$ cat src/rtl/pea_pkg.sv
// ---------------------------------------------------------------------------
// pea_pkg
// Shared types and default sizing for the PE functional-unit array.
//   div_fsm_t      : divider control states (IDLE, EXEC, DONE)
//   N_BITS_DIV     : default divider operand width
//   RADIX_LOG2_DIV : default quotient bits retired per cycle
// ---------------------------------------------------------------------------
package pea_pkg;

  typedef enum logic [1:0] {
    IDLE = 2'd0,
    EXEC = 2'd1,
    DONE = 2'd2
  } div_fsm_t;

  localparam int N_BITS_DIV     = 32;
  localparam int RADIX_LOG2_DIV = 1;

endpackage

$ cat src/rtl/r_div_step.sv
// ---------------------------------------------------------------------------
// r_div_step
// One combinational restoring-division radix step.
// Ports:
//   rem_i  [N_BITS-1:0]     : current partial remainder (always < |d|)
//   bits_i [RADIX_LOG2-1:0] : next dividend bits, MSB first
//   d_i    [N_BITS-1:0]     : divisor magnitude
//   rem_o  [N_BITS-1:0]     : new partial remainder
//   k_o    [RADIX_LOG2-1:0] : quotient digit retired this step
// ---------------------------------------------------------------------------
module r_div_step
  import pea_pkg::*;
#(
  parameter int N_BITS     = N_BITS_DIV,
  parameter int RADIX_LOG2 = RADIX_LOG2_DIV
) (
  input  logic [N_BITS-1:0]     rem_i,
  input  logic [RADIX_LOG2-1:0] bits_i,
  input  logic [N_BITS-1:0]     d_i,
  output logic [N_BITS-1:0]     rem_o,
  output logic [RADIX_LOG2-1:0] k_o
);

  localparam int W = N_BITS + RADIX_LOG2;

  logic [W-1:0]      rem_sh;
  logic [W-1:0]      d_ext;
  logic [W-1:0]      prod;
  logic [N_BITS-1:0] prod_sel;

  // Widened by RADIX_LOG2 so an unsigned 2^(N_BITS-1) magnitude never overflows.
  assign rem_sh = {rem_i, bits_i};
  assign d_ext  = {{RADIX_LOG2{1'b0}}, d_i};

  // Candidates are tried in ascending order, so the last one that fits is
  // the largest digit. The true remainder is < |d|, so its low N_BITS
  // are exact even though the subtraction is done at N_BITS width.
  always_comb begin
    k_o      = '0;
    prod     = '0;
    prod_sel = '0;
    for (int k = 1; k < (1 << RADIX_LOG2); k++) begin
      prod = W'(k) * d_ext;
      if (rem_sh >= prod) begin
        k_o      = RADIX_LOG2'(k);
        prod_sel = prod[N_BITS-1:0];
      end
    end
    rem_o = rem_sh[N_BITS-1:0] - prod_sel;
  end

endmodule

$ cat src/rtl/r_div_hs.sv
// ---------------------------------------------------------------------------
// r_div_hs
// Multicycle restoring divider with valid/ready handshakes, signed/unsigned
// mode, defined divide-by-zero result and flush.
// Ports:
//   clk_i, rst_i (sync, active-high), flush_i
//   valid_i/ready_o, n_i, d_i, signed_i      : operand side
//   valid_o/ready_i, q_o, r_o, dbz_o         : result side
// Build option:
//   R_DIV_DBZ_FAST_EN : divide-by-zero skips the radix iterations
//                       (result available 2 cycles after accept).
// ---------------------------------------------------------------------------
module r_div_hs
  import pea_pkg::*;
#(
  parameter int N_BITS     = N_BITS_DIV,
  parameter int RADIX_LOG2 = RADIX_LOG2_DIV
) (
  input  logic              clk_i,
  input  logic              rst_i,
  input  logic              flush_i,
  input  logic              valid_i,
  output logic              ready_o,
  input  logic [N_BITS-1:0] n_i,
  input  logic [N_BITS-1:0] d_i,
  input  logic              signed_i,
  output logic              valid_o,
  input  logic              ready_i,
  output logic [N_BITS-1:0] q_o,
  output logic [N_BITS-1:0] r_o,
  output logic              dbz_o
);

  localparam int N_STEPS = N_BITS / RADIX_LOG2;
  localparam int CW      = $clog2(N_STEPS + 1);
  localparam logic [CW-1:0] LAST = CW'(N_STEPS);

  function automatic logic [N_BITS-1:0] neg_if(input logic [N_BITS-1:0] v,
                                               input logic              en);
    return en ? (~v + 1'b1) : v;
  endfunction

  div_fsm_t state, state_nxt;

  logic [CW-1:0]         cnt;
  logic [N_BITS-1:0]     quo;     // dividend bits shift out the top, digits shift in below
  logic [N_BITS-1:0]     rem;
  logic [N_BITS-1:0]     d_abs;
  logic [N_BITS-1:0]     n_raw;
  logic                  neg_q;
  logic                  neg_r;
  logic                  d_zero;
  logic [N_BITS-1:0]     rem_nxt;
  logic [RADIX_LOG2-1:0] k;
  logic                  accept;
  logic                  last;

  assign ready_o = (state == IDLE);
  assign valid_o = (state == DONE);
  assign accept  = (state == IDLE) && valid_i && !flush_i;
  // cnt reaches LAST once every radix step has been applied; that extra
  // EXEC cycle registers the sign-corrected result.
  assign last    = (state == EXEC) && (cnt == LAST);

  r_div_step #(
    .N_BITS     (N_BITS),
    .RADIX_LOG2 (RADIX_LOG2)
  ) u_step (
    .rem_i  (rem),
    .bits_i (quo[N_BITS-1 -: RADIX_LOG2]),
    .d_i    (d_abs),
    .rem_o  (rem_nxt),
    .k_o    (k)
  );

  always_ff @(posedge clk_i) begin
    if (rst_i) state <= IDLE;
    else       state <= state_nxt;
  end

  always_comb begin
    state_nxt = state;
    case (state)
      IDLE:    if (valid_i) state_nxt = EXEC;
      EXEC:    if (cnt == LAST) state_nxt = DONE;
      DONE:    if (ready_i) state_nxt = IDLE;
      default: state_nxt = IDLE;
    endcase
    if (flush_i) state_nxt = IDLE;
  end

  always_ff @(posedge clk_i) begin
    if (rst_i) begin
      cnt <= '0;
    end else if (accept) begin
`ifdef R_DIV_DBZ_FAST_EN
      // Divide-by-zero jumps to the final iteration; the special-case mux
      // ignores whatever that step computes.
      cnt <= (d_i == '0) ? LAST - 1'b1 : '0;
`else
      cnt <= '0;
`endif
    end else if ((state == EXEC) && !last) begin
      cnt <= cnt + 1'b1;
    end
  end

  // Operand capture and radix iteration
  always_ff @(posedge clk_i) begin
    if (accept) begin
      quo    <= neg_if(n_i, signed_i & n_i[N_BITS-1]);
      d_abs  <= neg_if(d_i, signed_i & d_i[N_BITS-1]);
      rem    <= '0;
      n_raw  <= n_i;
      neg_q  <= signed_i & (n_i[N_BITS-1] ^ d_i[N_BITS-1]);
      neg_r  <= signed_i & n_i[N_BITS-1];
      d_zero <= (d_i == '0);
    end else if ((state == EXEC) && !last) begin
      rem <= rem_nxt;
      quo <= {quo[N_BITS-RADIX_LOG2-1:0], k};
    end
  end

  // Sign correction and special results
  // MIN / -1 needs no special case: |MIN| / 1 = 2^(N_BITS-1), which is the
  // MIN bit pattern, and neg_q is 0.
  always_ff @(posedge clk_i) begin
    if (rst_i) begin
      q_o   <= '0;
      r_o   <= '0;
      dbz_o <= 1'b0;
    end else if (last && !flush_i) begin
      q_o   <= d_zero ? '1    : neg_if(quo, neg_q);
      r_o   <= d_zero ? n_raw : neg_if(rem, neg_r);
      dbz_o <= d_zero;
    end
  end

endmodule

$ cat config.mk
export PLATFORM = sky130hd
export DESIGN_NAME = r_div_hs
export DESIGN_NICKNAME = d
export VERILOG_FILES = /design/src/rtl/pea_pkg.sv /design/src/rtl/r_div_step.sv /design/src/rtl/r_div_hs.sv
export SDC_FILE = /design/constraint.sdc
export NUM_CORES = 1
export LEC_CHECK = 0
export ABC_AREA = 1
export ABC_CLOCK_PERIOD_IN_PS = 10410
export CAP_MARGIN = 20
export CORE_MARGIN = 4
export CORE_UTILIZATION = 45
export DETAILED_ROUTE_END_ITERATION = 7
export PLACE_DENSITY_LB_ADDON = 0.3
export SLEW_MARGIN = 20
export SYNTH_ARGS = -nofsm -noshare
export SYNTH_HDL_FRONTEND = slang
export SYNTH_HIERARCHICAL = 1
export SYNTH_SLANG_ARGS = --single-unit
$ cat constraint.sdc
create_clock -name clk_i -period 10.41 [get_ports clk_i]
set_clock_uncertainty 0.05 [all_clocks]
set_input_delay 2.082 -clock clk_i [delete_from_list [all_inputs] [get_ports clk_i]]
set_output_delay 2.082 -clock clk_i [all_outputs]
set_load 0.01 [all_outputs]
==> results of run 1 <==
==> worst min-delay path by stage <==
stage / start / end / depth (start not counted)
6_report: r_o[3] / r_o[3] / 2
3_5_place_dp: r_o[3] / r_o[3] / 2
4_1_cts: r_o[3] / r_o[3] / 2
2_1_floorplan: cnt[0] / cnt[0] / 2
5_1_grt: r_o[3] / r_o[3] / 2
3_3_place_gp: cnt[0] / cnt[0] / 2
==> through the flow <==
| stage | setup slack (ps) | utilization [%] | total power [W] | hold WS [ps] | std cells |
|---|---|---|---|---|---|
| after floorplan | 5370 | - | 0.00187 | 413 | 1923 |
| after global placement | 5500 | 51.6 | 0.00221 | 424 | 2408 |
| after detailed placement | 5430 | 51.6 | 0.00222 | 435 | 2408 |
| after CTS | 6000 | 54.0 | 0.00302 | 445 | 2451 |
| after global routing | 5640 | 54.0 | 0.00323 | 464 | 2451 |
| final | 5950 | 54.0 | 0.00302 | 446 | 2452 |
==> flip-flops by register name, summed over array words and instances, names as in the netlist <==
name,flops
d_abs,32
n_raw,32
q_o,32
quo,32
r_o,32
rem,32
cnt,6
state,2
d_zero,1
dbz_o,1
neg_q,1
neg_r,1
==> layout make-up <==
cell class	instances	area [µm²]
Fill cell	2955	13700
Multi-Input combinational cell	1440	7540
Sequential cell	204	5070
Timing Repair Buffer	148	1450
Inverter	226	848
Clock buffer	36	678
Tap cell	390	488
Clock inverter	7	50.0
Antenna cell	1	2.50
==> worst max-delay path: cells and delay by family <==
family	cells	cell delay (ps)
buffers and inverters	2	1220
AND/OR/NAND/NOR	5	1290
AO/OA/AOI/OAI	1	80
==> placed cells by master (no fill, tap or decap), drive strengths merged, types with 4 or more instances in the layout <==
master | synthesis | final
nand2 | 452 | 452
nor2 | 243 | 243
inv | 223 | 224
nand3 | 173 | 173
o21ai | 142 | 142
clkdlybuf4s50 | 0 | 135
a21oi | 130 | 130
dfxtp | 105 | 105
edfxtp | 99 | 99
ha | 69 | 69
xor2 | 64 | 64
clkbuf | 36 | 36
nand4 | 30 | 30
a22oi | 25 | 25
nor3 | 23 | 23
xnor2 | 21 | 21
a31oi | 16 | 16
buf | 17 | 13
a21o | 9 | 9
o211ai | 9 | 9
clkinv | 3 | 9
nand3b | 5 | 5
or2 | 5 | 5
o21a | 5 | 5
o21bai | 4 | 4
==> power by group through the flow <==
| stage | combinational, W | sequential, W | clock (W) |
|---|---|---|---|
| finish | 0.00123 | 0.000992 | 0.000796 |
| global route | 0.00139 | 0.00100 | 0.000844 |
| CTS | 0.00122 | 0.000992 | 0.000813 |
| detailed placement | 0.00121 | 0.00101 | 0 |
| global placement | 0.00120 | 0.00101 | 0 |
| floorplan | 0.000893 | 0.000974 | 0 |
==> per-layer routing <==
metal	share of wire, %	up-vias
li1	-	6668
met1	48	6285
met2	41	512
met3	8.7	51
met4	1.7	0
met5	0	-
==> logic make-up after synthesis <==
group,count (synthesis),synth area share (%)
DFF,204,37.0
buffers and inverters,279,8.00
adders and majority gates,70,6.45
and+or+nand+nor,937,28.9
xor gates and xnor gates,85,5.43
AOI/OAI and AO/OA,348,14.2
==> run_results.csv, run 1 <==
group,metric,value,unit
status,status,"complete, no violations",
cts,clk_pin_slew,60,ps
timing,final-setup-viol-count,0,
synth,syn-num-nets,2063,
synth,yosysMostFrequentCell,"nand2_1",
cts,htreeDepth,1,
floorplan,num_rows,63,
critical_path,cp.arrival,4680,ps
synth,ys_types,49,
synth,syn_area,0.0137,mm²
floorplan,ios,137,
synth,synth_edf_count,99,
power_and_ir_drop,sw_frac_of_total,41.0,%
flow_run,max_cap_viol_count,0,
power_and_ir_drop,power.share.sequential,32.8,%
timing,timing.final.crit_share,42.8,%
global_routing,grt_util_met3,3.81,%
power_and_ir_drop,p_leak,6.90,nW
cts,post_cts_buffers,0,
critical_path,path_cells,"clkdlybuf4s50_1, nand2_1, clkinv_1, nand2_2, nand2_1, or2_2, nand3_1, o21ai_0",
synth,synth_common_cells,"nand2_1, nor2_1, inv_1",
cells_and_area,drive_above_1_share,3.88,%
critical_path,startpoint,"signed_i",
detailed_routing,avgRoutedWirePerCell,17.5,µm
synth,yosysTopAreaCell,"edfxtp_1",
floorplan,core-area,0.0299,mm²
floorplan,die_x,183,µm
placed_design,placed_area,0.0154,mm²
detailed_routing,drc,0,
timing,rsz0062_at_grt,"false",
critical_path,cpMostUsedCell,"nand2_1",
critical_path,r2r_cells,22,
cells_and_area,nets,2184,
critical_path,crit_type,"input pin to flip-flop",
placed_design,portBuffers,136,
power_and_ir_drop,internal-power,0.00178,W
global_routing,grt_most_used_layer,"met1",
synth,synth.avg_cell_area,7.13,µm²
synth,netlist.area_leader.share,21.7,%
global_routing,antenna_found_initial,0,
timing,timing.slew.headroom,28.3,%
cells_and_area,design_area,0.0161,mm²
cts,cts_max_path_buffers,3,
power_and_ir_drop,clockPowerShare,26.3,%
cts,numCtsBuffers,24,
timing,worst_slew_pin_slew,1080,ps
detailed_routing,drt_iter0_markers,1420,
cts,cts_sinks,204,
timing,slew_violations,0,
cts,cts-root-buf,"clkbuf_16",
power_and_ir_drop,powerDensity,187,mW/mm²
critical_path,end_kind,"flip-flop",
synth,synth_warnings,6,
placed_design,gp_congestion,0.949,
synth,synth-seq-cells,204,
global_routing,globalRouteTotalUtil,25.2,%
global_routing,met2_usage,37.1,%
global_routing,use_met1,39.3,%
cts,cts-resized-gates,0,
placed_design,hpwl,33800,µm
timing,finalCriticalPeriod,4460,ps
cells_and_area,syn_to_final_growth,17.7,%
critical_path,cp-endpoint,"quo[18]",
critical_path,cp-start-kind,"input pin",
critical_path,r2r_start,"d_abs[31]",
synth,async_flop_share,0,%
critical_path,slowest_delay,680,ps
synth,yosysSeqAreaShare,37.0,%
global_routing,grt_pass1_wl,68100,µm
critical_path,reg2reg_to,"rem[26]",
timing,finalSetupTns,0,ps
power_and_ir_drop,p_comb_share,40.8,%
hold_path,hold_path_class,"flip-flop to flip-flop",
global_routing,gr-total-overflow,0,
synth,syn_inst,1923,
detailed_routing,via_per_inst,5.51,
detailed_routing,dr.pass1.iters,6,
cts,tritoncts,"built",
timing,max_freq,224,MHz
synth,synth_ff_type,"dfxtp_1",
critical_path,slowest_stage,"clkinv_1",
detailed_routing,antenna_left,0,
critical_path,cp_max_fo,25,
power_and_ir_drop,power_switching,0.00124,W
cts,hold_buffers,0,
global_routing,grt_pass1_vias,12700,
detailed_routing,vias,13500,
detailed_routing,wl,43000,µm
floorplan,dieArea,0.0333,mm²
global_routing,grt_max_degree,59,
synth,synth_area_leaders,"edfxtp_1, dfxtp_1, nand2_1",
critical_path,r2r_slack,6010,ps
power_and_ir_drop,ir_drop,0.116,mV
floorplan,start_util,45.9,%
cts,clkLatencyLatePin,550,ps
floorplan,die_h,183,µm
timing,hold_viol_final,0,
critical_path,crit_required,10640,ps
Note: power is estimated with default switching activity, not from simulation.
==> inputs of run 2 (changes only) <==
Settings changed: ABC_CLOCK_PERIOD_IN_PS 10410 to 3800.
Clock period 10.41 ns to 3.8 ns, I/O delays scaled along.
==> run_results.csv, run 2 (synthesized netlist as in run 1, its figures left out) <==
group,metric,value,unit
floorplan,dieArea,0.0333,mm²
detailed_routing,wl,44700,µm
timing,rsz0062_at_grt,"true",
timing,hold_viol_final,0,
timing,final-setup-viol-count,0,
timing,slew_violations,0,
hold_path,hold_path_class,"flip-flop to flip-flop",
detailed_routing,avgRoutedWirePerCell,17.7,µm
critical_path,cp-start-kind,"flip-flop",
detailed_routing,drt_iter0_markers,1397,
floorplan,die_x,183,µm
detailed_routing,antenna_left,0,
timing,worst_slew_pin_slew,712,ps
placed_design,hpwl,35100,µm
critical_path,end_kind,"flip-flop",
cts,cts_max_path_buffers,3,
detailed_routing,drc,0,
cells_and_area,final_common_cell,"nand2_1",
timing,max_freq,274,MHz
timing,whs,451,ps
cts,numCtsBuffers,24,
timing,finalSetupTns,0,ps
global_routing,grt_pass1_wl,69200,µm
critical_path,crit_required,4150,ps
detailed_routing,dr.pass1.iters,6,
global_routing,grt_max_degree,51,
timing,timing.final.crit_share,96.2,%
power_and_ir_drop,powerDensity,531,mW/mm²
detailed_routing,vias,13900,
cts,tritoncts,"built",
floorplan,start_util,45.9,%
cts,htreeDepth,1,
cells_and_area,design_area,0.0170,mm²
placed_design,placed_area,0.0159,mm²
cells_and_area,nets,2256,
global_routing,grt_pass1_vias,12900,
status,status,"complete, no violations",
global_routing,antenna_found_initial,0,
cells_and_area,diodes,0,
power_and_ir_drop,ir_drop,0.340,mV
cells_and_area,syn_to_final_growth,23.8,%
placed_design,portBuffers,136,
timing,timing.slew.headroom,52.2,%
critical_path,crit_type,"flip-flop to flip-flop",
cells_and_area,drive_above_1_share,9.42,%
cells_and_area,final_cell_mix,"nand2_1, nor2_1, inv_1, nand3_1, clkdlybuf4s50_1",
timing,finalCriticalPeriod,3650,ps
floorplan,ios,137,
cts,clkLatencyLatePin,540,ps
global_routing,gr-total-overflow,0,
power_and_ir_drop,total_power,0.00900,W
cells_and_area,regArea,0.00507,mm²
global_routing,globalRouteTotalUtil,25.7,%
cts,clk_pin_slew,60,ps
cts,hold_buffers,0,
cts,cts_sinks,204,
cells_and_area,multi_input_area,0.00778,mm²
placed_design,gp_congestion,0.981,
detailed_routing,via_per_inst,5.50,
flow_run,max_cap_viol_count,0,
power_and_ir_drop,p_leak,7.29,nW
critical_path,cp_max_fo,9,
floorplan,die_h,183,µm
cts,cts-root-buf,"clkbuf_16",
critical_path,cp.arrival,4000,ps
floorplan,num_rows,63,
floorplan,core-area,0.0299,mm²
cells_and_area,n_fill_cell,2822,
run 2: final timing paths:
| kind | from | endpoint | slack [ps] | cells after the start |
|---|---|---|---|---|
| setup / recovery | d_abs[28] | rem[26] | 150 | 22 |
| setup reg to reg | d_abs[28] | rem[26] | 150 | 22 |
| hold reg to reg | cnt[1] | cnt[1] | 450 | 2 |
| hold / removal | cnt[1] | cnt[1] | 450 | 2 |
run 2: critical path, stage by stage (launching register included):
cell and delay [ps]:
edfxtp_1 350, inv_1 50, ha_1 320, nand2_2 120, inv_2 40, nand2_1 60, nand2_1 60, a21oi_2 230
nand2_1 130, nor2_4 170, nand3_4 140, buf_4 200, nand2_1 80, ha_1 250, buf_4 150, a21o_1 220
a21oi_4 190, o21bai_1 150, nand4_1 100, nand3_1 110, xor2_1 160, o21ai_0 160, a21oi_1 50
run 2: metal layers:
metal	vias up	global-route usage (%)	wire length, µm
met5	-	0	0
met3	63	4.33	3670
met1	6475	38.3	20700
li1	6803	-	-
met2	541	39.0	19200
met4	0	6.12	1120
run 2: area by class of cell:
type	count	share of cell area, %
Multi-Input combinational cell	1441	45.9
Sequential cell	204	29.9
Timing Repair Buffer	219	12.1
Inverter	226	5.00
Clock buffer	32	3.83
Tap cell	390	2.88
Clock inverter	11	0.391
run 2: repair_timing:
item / CTS / global route
gates cloned: 0 / 1
setup buffers: 0 / 13
endpoints found under the setup margin: 3 / 23
pin swaps: 0 / 9
resized for setup: 3 / 61
endpoints found under the hold margin: 0 / 0
run 2: per-stage QoR:
| step | setup WS [ps] | utilization (%) | std cells |
|---|---|---|---|
| global placement | 62.8 | 53.2 | 2466 |
| CTS | 2.16 | 55.6 | 2509 |
| global route | -50.2 | 56.8 | 2523 |
| floorplan | 84.3 | - | 1923 |
| finish | 145 | 56.8 | 2523 |
| detailed placement | -41.2 | 53.2 | 2466 |
run 2: power breakdown:
group	total (W)	switching [W]	internal [W]
logic	0.00423	0.00257	0.00165
registers	0.00264	0.000145	0.00249
clock network	0.00214	0.000939	0.00120
total	0.00900	0.00366	0.00535
